## src/rtl/dwt_fir_pkg.sv

```systemverilog
// rtl/dwt_fir_pkg.sv - shared constants and width/saturation helpers for the decimating FIR bank
package dwt_fir_pkg;

    localparam logic BAND_LO = 1'b0;
    localparam logic BAND_HI = 1'b1;

    // Sum width that cannot overflow when adding taps full-scale products
    function automatic int acc_width(input int w_in, input int c_in, input int taps);
        return w_in + c_in + $clog2(taps);
    endfunction

    // v holds a sign-extended acc_w-bit sum; caller truncates the result to y_w bits
    function automatic logic signed [63:0] sat_to_width(input logic signed [63:0] v,
                                                        input int acc_w,
                                                        input int y_w);
        logic signed [63:0] max_v;
        logic signed [63:0] min_v;
        max_v = (64'sd1 <<< (y_w - 1)) - 64'sd1;
        min_v = -max_v - 64'sd1;
        if (acc_w <= y_w) begin
            return v;
        end
        if (v > max_v) begin
            return max_v;
        end
        if (v < min_v) begin
            return min_v;
        end
        return v;
    endfunction

endpackage

```

## src/rtl/fir_mac_tree.sv

```systemverilog
// rtl/fir_mac_tree.sv - one band: registered tap products, adder tree and saturating output register
module fir_mac_tree
    import dwt_fir_pkg::*;
#(
    parameter int W_IN  = 5,
    parameter int C_IN  = 3,
    parameter int TAPS  = 4,
    parameter int Y_OUT = 12,
    parameter int ACC_W = 10
) (
    input  logic                           clk,
    input  logic                           rstn,
    input  logic                           load_prod,
    input  logic                           load_sum,
    input  logic [TAPS-1:0][W_IN-1:0]      x,
    input  logic [TAPS-1:0][C_IN-1:0]      c,
    output logic signed [Y_OUT-1:0]        y
);

    localparam int P_W = W_IN + C_IN;

    logic signed [P_W-1:0]   prod [TAPS];
    logic signed [ACC_W-1:0] sum;
    logic signed [Y_OUT-1:0] y_next;

    always_ff @(posedge clk or negedge rstn) begin
        if (!rstn) begin
            for (int k = 0; k < TAPS; k++) begin
                prod[k] <= '0;
            end
        end else if (load_prod) begin
            for (int k = 0; k < TAPS; k++) begin
                prod[k] <= P_W'($signed(x[k])) * P_W'($signed(c[k]));
            end
        end
    end

    always_comb begin
        sum = '0;
        for (int k = 0; k < TAPS; k++) begin
            sum = sum + ACC_W'(prod[k]);
        end
        y_next = Y_OUT'(sat_to_width(64'(sum), ACC_W, Y_OUT));
    end

    always_ff @(posedge clk or negedge rstn) begin
        if (!rstn) begin
            y <= '0;
        end else if (load_sum) begin
            y <= y_next;
        end
    end

endmodule

```

## src/rtl/fir_decim2_bank.sv

```systemverilog
// rtl/fir_decim2_bank.sv - two-band decimate-by-2 FIR bank with runtime coefficients and valid/ready flow
module fir_decim2_bank
    import dwt_fir_pkg::*;
#(
    parameter int W_IN  = 5,
    parameter int C_IN  = 3,
    parameter int TAPS  = 4,
    parameter int Y_OUT = 12
) (
    input  logic                        clk,
    input  logic                        rstn,
    input  logic                        in_valid,
    output logic                        in_ready,
    input  logic signed [W_IN-1:0]      in_data,
    input  logic                        clear,
    input  logic                        coef_we,
    input  logic                        coef_band,
    input  logic [$clog2(TAPS)-1:0]     coef_idx,
    input  logic signed [C_IN-1:0]      coef_data,
    output logic                        out_valid,
    input  logic                        out_ready,
    output logic signed [Y_OUT-1:0]     y_lo,
    output logic signed [Y_OUT-1:0]     y_hi
);

    localparam int ACC_W  = acc_width(W_IN, C_IN, TAPS);
    localparam int FILL_W = $clog2(TAPS + 1);
    localparam logic [FILL_W-1:0] FILL_FULL = FILL_W'(TAPS);

    logic [TAPS-1:0][W_IN-1:0] dline;
    logic [TAPS-1:0][W_IN-1:0] dline_nxt;
    logic [TAPS-1:0][C_IN-1:0] coef_lo;
    logic [TAPS-1:0][C_IN-1:0] coef_hi;
    logic [FILL_W-1:0]         fill;
    logic [FILL_W-1:0]         fill_nxt;
    logic                      phase;
    logic                      v1;
    logic                      stall;
    logic                      advance;
    logic                      accept;
    logic                      launch;

    always_comb begin
        stall     = out_valid & ~out_ready;
        advance   = ~stall;
        in_ready  = clear | ~stall;
        accept    = in_valid & in_ready & ~clear;
        fill_nxt  = (fill == FILL_FULL) ? fill : fill + 1'b1;
        dline_nxt = {dline[TAPS-2:0], in_data};
        // Only the second sample of each pair launches, and only once the line is full
        launch    = accept & phase & (fill_nxt == FILL_FULL);
    end

    always_ff @(posedge clk or negedge rstn) begin
        if (!rstn) begin
            dline     <= '0;
            phase     <= 1'b0;
            fill      <= '0;
            v1        <= 1'b0;
            out_valid <= 1'b0;
        end else if (clear) begin
            dline     <= '0;
            phase     <= 1'b0;
            fill      <= '0;
            v1        <= 1'b0;
            out_valid <= 1'b0;
        end else begin
            if (accept) begin
                dline <= dline_nxt;
                phase <= ~phase;
                fill  <= fill_nxt;
            end
            if (advance) begin
                v1        <= launch;
                out_valid <= v1;
            end
        end
    end

    // Coefficients survive clear; a product captured at the write edge still sees the old value
    always_ff @(posedge clk or negedge rstn) begin
        if (!rstn) begin
            coef_lo <= '0;
            coef_hi <= '0;
        end else if (coef_we) begin
            if (coef_band == BAND_HI) begin
                coef_hi[coef_idx] <= coef_data;
            end else begin
                coef_lo[coef_idx] <= coef_data;
            end
        end
    end

    fir_mac_tree #(
        .W_IN  (W_IN),
        .C_IN  (C_IN),
        .TAPS  (TAPS),
        .Y_OUT (Y_OUT),
        .ACC_W (ACC_W)
    ) u_lo (
        .clk       (clk),
        .rstn      (rstn),
        .load_prod (advance & launch),
        .load_sum  (advance & v1 & ~clear),
        .x         (dline_nxt),
        .c         (coef_lo),
        .y         (y_lo)
    );

    fir_mac_tree #(
        .W_IN  (W_IN),
        .C_IN  (C_IN),
        .TAPS  (TAPS),
        .Y_OUT (Y_OUT),
        .ACC_W (ACC_W)
    ) u_hi (
        .clk       (clk),
        .rstn      (rstn),
        .load_prod (advance & launch),
        .load_sum  (advance & v1 & ~clear),
        .x         (dline_nxt),
        .c         (coef_hi),
        .y         (y_hi)
    );

endmodule

```

## config.mk

```make
export PLATFORM = sky130hd
export DESIGN_NAME = fir_decim2_bank
export DESIGN_NICKNAME = d
export VERILOG_FILES = /design/src/rtl/dwt_fir_pkg.sv /design/src/rtl/fir_mac_tree.sv /design/src/rtl/fir_decim2_bank.sv
export SDC_FILE = /design/constraint.sdc
export NUM_CORES = 1
export LEC_CHECK = 0
export CAP_MARGIN = 0
export CORE_ASPECT_RATIO = 1.2
export CORE_UTILIZATION = 30
export CTS_BUF_LIST = sky130_fd_sc_hd__clkbuf_8 sky130_fd_sc_hd__clkbuf_16
export DETAILED_ROUTE_END_ITERATION = 7
export SYNTH_ARGS = -nofsm -noshare
export SYNTH_HDL_FRONTEND = slang
export SYNTH_HIERARCHICAL = 1
export SYNTH_SLANG_ARGS = --single-unit
```

## constraint.sdc

```tcl
create_clock -name clk -period 3.9 [get_ports clk]
set_clock_uncertainty 0.15 [all_clocks]
set_input_delay 0.975 -clock clk [delete_from_list [all_inputs] [get_ports clk]]
set_output_delay 0.975 -clock clk [all_outputs]
set_load 0.02 [all_outputs]
```

# After elaboration in Yosys (flattened, before gate mapping)
# Cells that the tools add are included.
[totals]
regBits = 129
input_bits = 17
elab_cells = 78
[classes]
n_addsub = 7
multipliers = 8
n_lt_le_gt_ge = 2
n_eq_ne = 3
n_mux = 15
bitwise = 14
n_reduce_logical = 4
[ops]
columns = ["cell", "count"]
rows = [
  ["multiplier 5 x 3 -> 8 bit", 8],
  ["2-to-1 mux 15 bit", 2],
  ["bitwise mux 12 bit", 2],
  ["adder 10 x 8 -> 10 bit", 2],
  ["adder 9 x 8 -> 10 bit", 2],
  ["adder 8 x 8 -> 9 bit", 2],
  ["2-to-1 mux 3 bit", 4],
  ["AND 1 bit", 8],
  ["demux 3 bit (select 2 bit)", 1],
  ["== test 3 bit, second input constant", 2],
  ["2-to-1 mux 1 bit", 6],
  ["NOT 1 bit", 5],
  ["AND reduction 2 bit", 2],
  ["adder 3 x 1 -> 3 bit, second input constant", 1],
  ["< comparator 2 x 3 -> 1 bit, second input constant", 1],
  [">= comparator 2 x 1 -> 1 bit, second input constant", 1],
  ["!= test 2 bit, second input constant", 1],
  ["nonzero test 2 bit", 1],
  ["logical AND 1 bit", 1],
  ["bitwise OR 1 bit", 1],
]

# Logic depth before layout (Yosys ltp)
[depth]
depth_word = 10
ltp_mapped = 11

# Cells and area by module
# The synthesis kept the hierarchy.
[by_module_without_submodules]
columns = ["mod", "instances", "cells_per_inst", "area_per_inst_um2", "seq_area_each_um2"]
rows = [
  ["fir_mac_tree at u_hi", 1, 429, 4101.4, 1051.0],
  ["fir_mac_tree at u_lo", 1, 430, 4086.4, 1051.0],
  ["fir_decim2_bank", 1, 166, 1954.4, 1126.1],
]

# Least setup slack after synthesis
# No wires, ideal clock.
[synth_path]
path_kind = "input to register"
start = "input port in_data[0]"
end = "register u_lo/prod[31] (netlist name)"
arrival_ps = 3005
required_ps = 3654
path_slack_ps = 650
stages = 11
path_buffers = 0
path_cell_list = "nand2b_1 fa_1 inv_1 fa_1 ha_1 inv_1 fa_1 nor2b_1 o21ai_0 a21oi_1 o31ai_1"
[synth_via]
elab_chain_cells = 1
[synth_rtl]
columns = ["item", "line", "text"]
rows = [
  ["start: declaration", "fir_decim2_bank.sv:14", "input logic signed [W_IN-1:0] in_data,"],
  ["multiplier 5 x 3 -> 8 bit", "fir_mac_tree.sv:33", "prod[k] <= P_W'($signed(x[k])) * P_W'($signed(c[k]));"],
  ["end signal: indexed assignment", "fir_mac_tree.sv:33", ""],
  ["end: declaration", "fir_mac_tree.sv:22", "logic signed [P_W-1:0] prod [TAPS];"],
]
# No other way between the ends.
# A chain may end at the register's enable or synchronous reset.

# Final worst setup path
# Same ends and word-level chain as after synthesis.

==> parameters.txt <==
Parameter                              Value

Floorplan
  CORE AREA ... 33250 um2
  Starting Density ... 0.3051
  Floorplan row count ... 73
  Die Footprint ... roughly 35000 um2
  IO Pins ... 43
  Die Width ... 169.8 um
  Die outline height ... approximately 200 um

Worst setup path
  Critical path start-end classification ... input pin to flip-flop
  Maximum fanout along the worst path ... 5
  CP max-delay cell ... sky130_fd_sc_hd__clkdlybuf4s50_1
  Critical path depth in cells ... 12
  Worst path arrival time ... around 3.8 ns
  Cell family with the largest share of critical-path delay ... adder cells
  Capturing element of the worst setup path ... u_lo/prod[31]$_DFFE_PN0P_
  Worst flop-to-flop path endpoint ... u_lo/y[7]$_DFFE_PN0P_
  Cell breakdown of the critical path ... clkdlybuf4s50_1 > nand2b_1 > fa_1 > inv_1 > fa_1 > ha_1 > inv_1 > fa_1 > nor2b_1 > o21ai_0 > a21oi_1 > o31ai_1
  Worst-case reg-to-reg path depth ... 8
  Critical Path End Type ... flip-flop
  Critical Path Most Common Cell ... sky130_fd_sc_hd__fa_1
  Worst path max stage delay ... about 0.56 ns
  Critical path launch point type ... input pin
  R2R Path Start ... u_lo/prod[1]$_DFFE_PN0P_
  Slack of the worst reg-to-reg path ... 0.58 ns
  Worst path required time ... 4.08 ns
  Buffers and inverters on the worst path ... 3
  First element of the critical path ... in_data[0]

Clock tree
  Clock tree root driver cell ... sky130_fd_sc_hd__clkbuf_16
  Skew-Pair Late Insertion Delay ... 0.43 ns
  Hold buffer count at CTS ... 0
  CTS-repair resized insts ... 0
  Clock buffer depth ... 2
  Clock tree from TritonCTS ... yes
  Clk pin slew, worst setup/hold paths ... ~0.060 ns
  # clock sinks ... 129
  Post CTS Setup Buffer Count ... 0
  Total clock buffers created by CTS ... 17
  CTS H-Tree Depth ... 4

Synthesis
  Share of synthesized area occupied by flip-flops and latches ... 0.3183
  Post-synthesis cell area ... just over 10000 um2
  Share of the synthesized area in the top cell type ... 0.3183
  Flops & latches, synth ... 129
  Library cell with the largest summed area after synthesis ... sky130_fd_sc_hd__dfrtp_1
  Fraction of synthesis flops using an asynchronous set or reset pin ... 1.000
  Per-instance average area after synthesis ... 9.895 um2
  Dominant cells by area after synthesis ... sky130_fd_sc_hd__dfrtp_1, sky130_fd_sc_hd__fa_1, sky130_fd_sc_hd__ha_1, sky130_fd_sc_hd__inv_1, sky130_fd_sc_hd__mux2_2
  Synthesized netlist cell count ... 1025
  Count of flip-flops with a built-in enable after synthesis ... 0
  Most used standard cells in the synthesized netlist ... sky130_fd_sc_hd__inv_1, sky130_fd_sc_hd__dfrtp_1, sky130_fd_sc_hd__ha_1
  Ys flop type ... sky130_fd_sc_hd__dfrtp_1
  Syn nets ... ~1.2k
  Count of synthesis-stage warnings from yosys ... 6
  Distinct cells, synth ... 55
  Most frequently used cell type in the post-synthesis netlist ... sky130_fd_sc_hd__inv_1

Power and ir drop
  Power per standard cell area ... 394.7 nW/um2
  Static Leak ... 5.795 nW
  Worst IR drop on VDD ... 0.2882 mV

Drt
  Post-detailed-route wirelength per cell ... 13.86 um
  DRC Markers ... 0
  Number of design-rule violations left by the first detailed-router iteration ... ~340
  Detail-routed via count per cell ... between 4 and 5
  Count of antenna-violating nets left after detailed routing ... 0
  Total via count in the routed design ... 7123
  Detailed-route wire length ... ~21 mm
  Detailed Routing Iterations Pass 1 ... 5

STA
  # setup viols final ... 0
  Worst max-slew margin expressed relative to the limit ... 0.4843
  Number of hold violations in the final report ... 0
  Share of the clock period used by the worst path ... 0.9372
  Final critical delay including setup and external delays ... between 3 and 4 ns
  Hold WS ... 0.3444 ns
  RSZ-0062 raised after global routing ... false
  Tightest Pin Transition ... 0.7736 ns
  Post-route setup slack ... 0.2451 ns
  Max frequency ... 273.6 MHz
  Final Slew Violations ... 0

GRT
  Wire length of the first global-routing pass ... roughly 37 mm
  Overall fraction of global-route tracks in use ... 0.1346
  Vias in the first global route ... around 7.5k
  Largest net degree at the start of global routing ... slightly above 80
  Overflow left after global routing ... 0
  Number of antenna violations at the first check in global routing ... 0

Layout
  Growth of design area from synthesis to finish ... 16.64%
  Final net count ... 1280
  Fill cell count ... ~3.4k
  Layout cell share with drive strength beyond 1 ... 0.1015
  Ant. Diodes ... 0

Placed design
  GPL Wtd Cong ... 0.7848
  Worst slack at placement ... -0.1743 ns
  Detailed-placement wirelength estimate ... between 15 and 20 mm
  Port Buffers ... 42

Hold path
  Classification of the worst-slack hold path ... flip-flop to flip-flop

Flow run
  Max-cap violations ... 0

Status
  Status ... complete, no violations
## cells in the final DEF (no fill, tap or decap), types with 3 or more instances in the layout
cell type,instances
sky130_fd_sc_hd__and3_1,8
sky130_fd_sc_hd__o211ai_1,5
sky130_fd_sc_hd__a21oi_1,54
sky130_fd_sc_hd__clkdlybuf4s50_1,41
sky130_fd_sc_hd__dfrtp_1,129
sky130_fd_sc_hd__a21o_1,13
sky130_fd_sc_hd__xor2_1,20
sky130_fd_sc_hd__bufinv_16,4
sky130_fd_sc_hd__ha_1,100
sky130_fd_sc_hd__clkbuf_16,17
sky130_fd_sc_hd__nor2b_1,11
sky130_fd_sc_hd__o31ai_1,9
sky130_fd_sc_hd__nand3_1,24
sky130_fd_sc_hd__buf_4,20
sky130_fd_sc_hd__mux2i_1,12
sky130_fd_sc_hd__clkinvlp_4,5
sky130_fd_sc_hd__a211oi_1,4
sky130_fd_sc_hd__or4_1,3
sky130_fd_sc_hd__mux2_2,43
sky130_fd_sc_hd__nor2_1,22
sky130_fd_sc_hd__fa_1,82
sky130_fd_sc_hd__nand2b_1,27
sky130_fd_sc_hd__o21ai_0,65
sky130_fd_sc_hd__and2_1,33
sky130_fd_sc_hd__inv_1,189
sky130_fd_sc_hd__nand2_1,81
sky130_fd_sc_hd__nand4_1,4
sky130_fd_sc_hd__nand4b_1,3
sky130_fd_sc_hd__xnor2_1,20
## flip-flops by register name, summed over array words and instances, names as in the netlist
signal and flops:
dline 15, out_valid 1, phase 1, fill 3, v1 1, u_hi/y 10, coef_hi 12, u_hi/prod 32
coef_lo 12, u_lo/y 10, u_lo/prod 32
## worst min-delay path by stage
stage	cells past startpoint	slack (ns)	endpoint	startpoint
2_1_floorplan	2	0.32	u_hi/prod[23]$_DFFE_PN0P_	u_hi/prod[23]$_DFFE_PN0P_
3_3_place_gp	2	0.34	u_lo/y[8]$_DFFE_PN0P_	u_lo/y[8]$_DFFE_PN0P_
3_5_place_dp	2	0.34	u_lo/y[8]$_DFFE_PN0P_	u_lo/y[8]$_DFFE_PN0P_
4_1_cts	2	0.35	u_lo/y[8]$_DFFE_PN0P_	u_lo/y[8]$_DFFE_PN0P_
5_1_grt	2	0.38	u_lo/y[8]$_DFFE_PN0P_	u_lo/y[8]$_DFFE_PN0P_
6_report	2	0.34	u_lo/y[8]$_DFFE_PN0P_	u_lo/y[8]$_DFFE_PN0P_
## cell families (layout without fill, tap and decap cells)
family	Yosys count	after routing	synth area share
AO/OA/AOI/OAI	173	173	0.1018
XOR/XNOR	40	40	0.03454
adder cells (fa/ha/maj)	182	182	0.2852
buffers and inverters	217	286	0.08376
flip-flops	129	129	0.3183
multiplexers	56	56	0.06107
AND/OR/NAND/NOR	228	228	0.1153
## stage by stage
| stage | setup TNS (ns) | power [mW] | area (um2) | utilization | cells |
|---|---|---|---|---|---|
| after floorplan | 0 | 2.566 | 10140 | - | 1025 |
| after global placement | -0.2007 | 2.956 | 11190 | 0.3367 | 1512 |
| after detailed placement | -0.3279 | 2.969 | 11190 | 0.3367 | 1512 |
| after CTS | 0 | 4.733 | 11830 | 0.3558 | 1544 |
| after global routing | 0 | 5.009 | 11830 | 0.3558 | 1544 |
| final | 0 | 4.669 | 11830 | 0.3558 | 1544 |
## cell type report
type | instances | area [um2] | area share
clock buffers | 19 | 452.9 | 0.03829
multi-input cells | 679 | 6077 | 0.5137
inverters | 190 | 713.2 | 0.06029
flip-flops and latches | 129 | 3228 | 0.2729
well taps | 450 | 563.0 | 0.04759
clock inverters | 13 | 183.9 | 0.01555
repair buffers | 64 | 611.8 | 0.05172
## tightest hold or removal path: stages, from the launching register on
cell and delay [ns]:
sky130_fd_sc_hd__dfrtp_1 0.34, sky130_fd_sc_hd__nand2_1 0.06, sky130_fd_sc_hd__o311ai_1 0.06
## power breakdown
part,leakage (nW),total (mW),internal (mW),switching (mW)
logic,3.98,1.39,0.637,0.749
registers,1.51,1.55,1.43,0.124
clock network,0.299,1.73,1.10,0.628
## per-layer routing
| layer | track usage | routed length, um | vias to the layer above |
|---|---|---|---|
| met3 | 0.01960 | 699 | 22 |
| met5 | 0 | 0 | - |
| li1 | - | - | 3455 |
| met1 | 0.1777 | 9980 | 3536 |
| met4 | 0.04151 | 294 | 0 |
| met2 | 0.2266 | 10420 | 110 |
(Power assumes the default switching activity.)
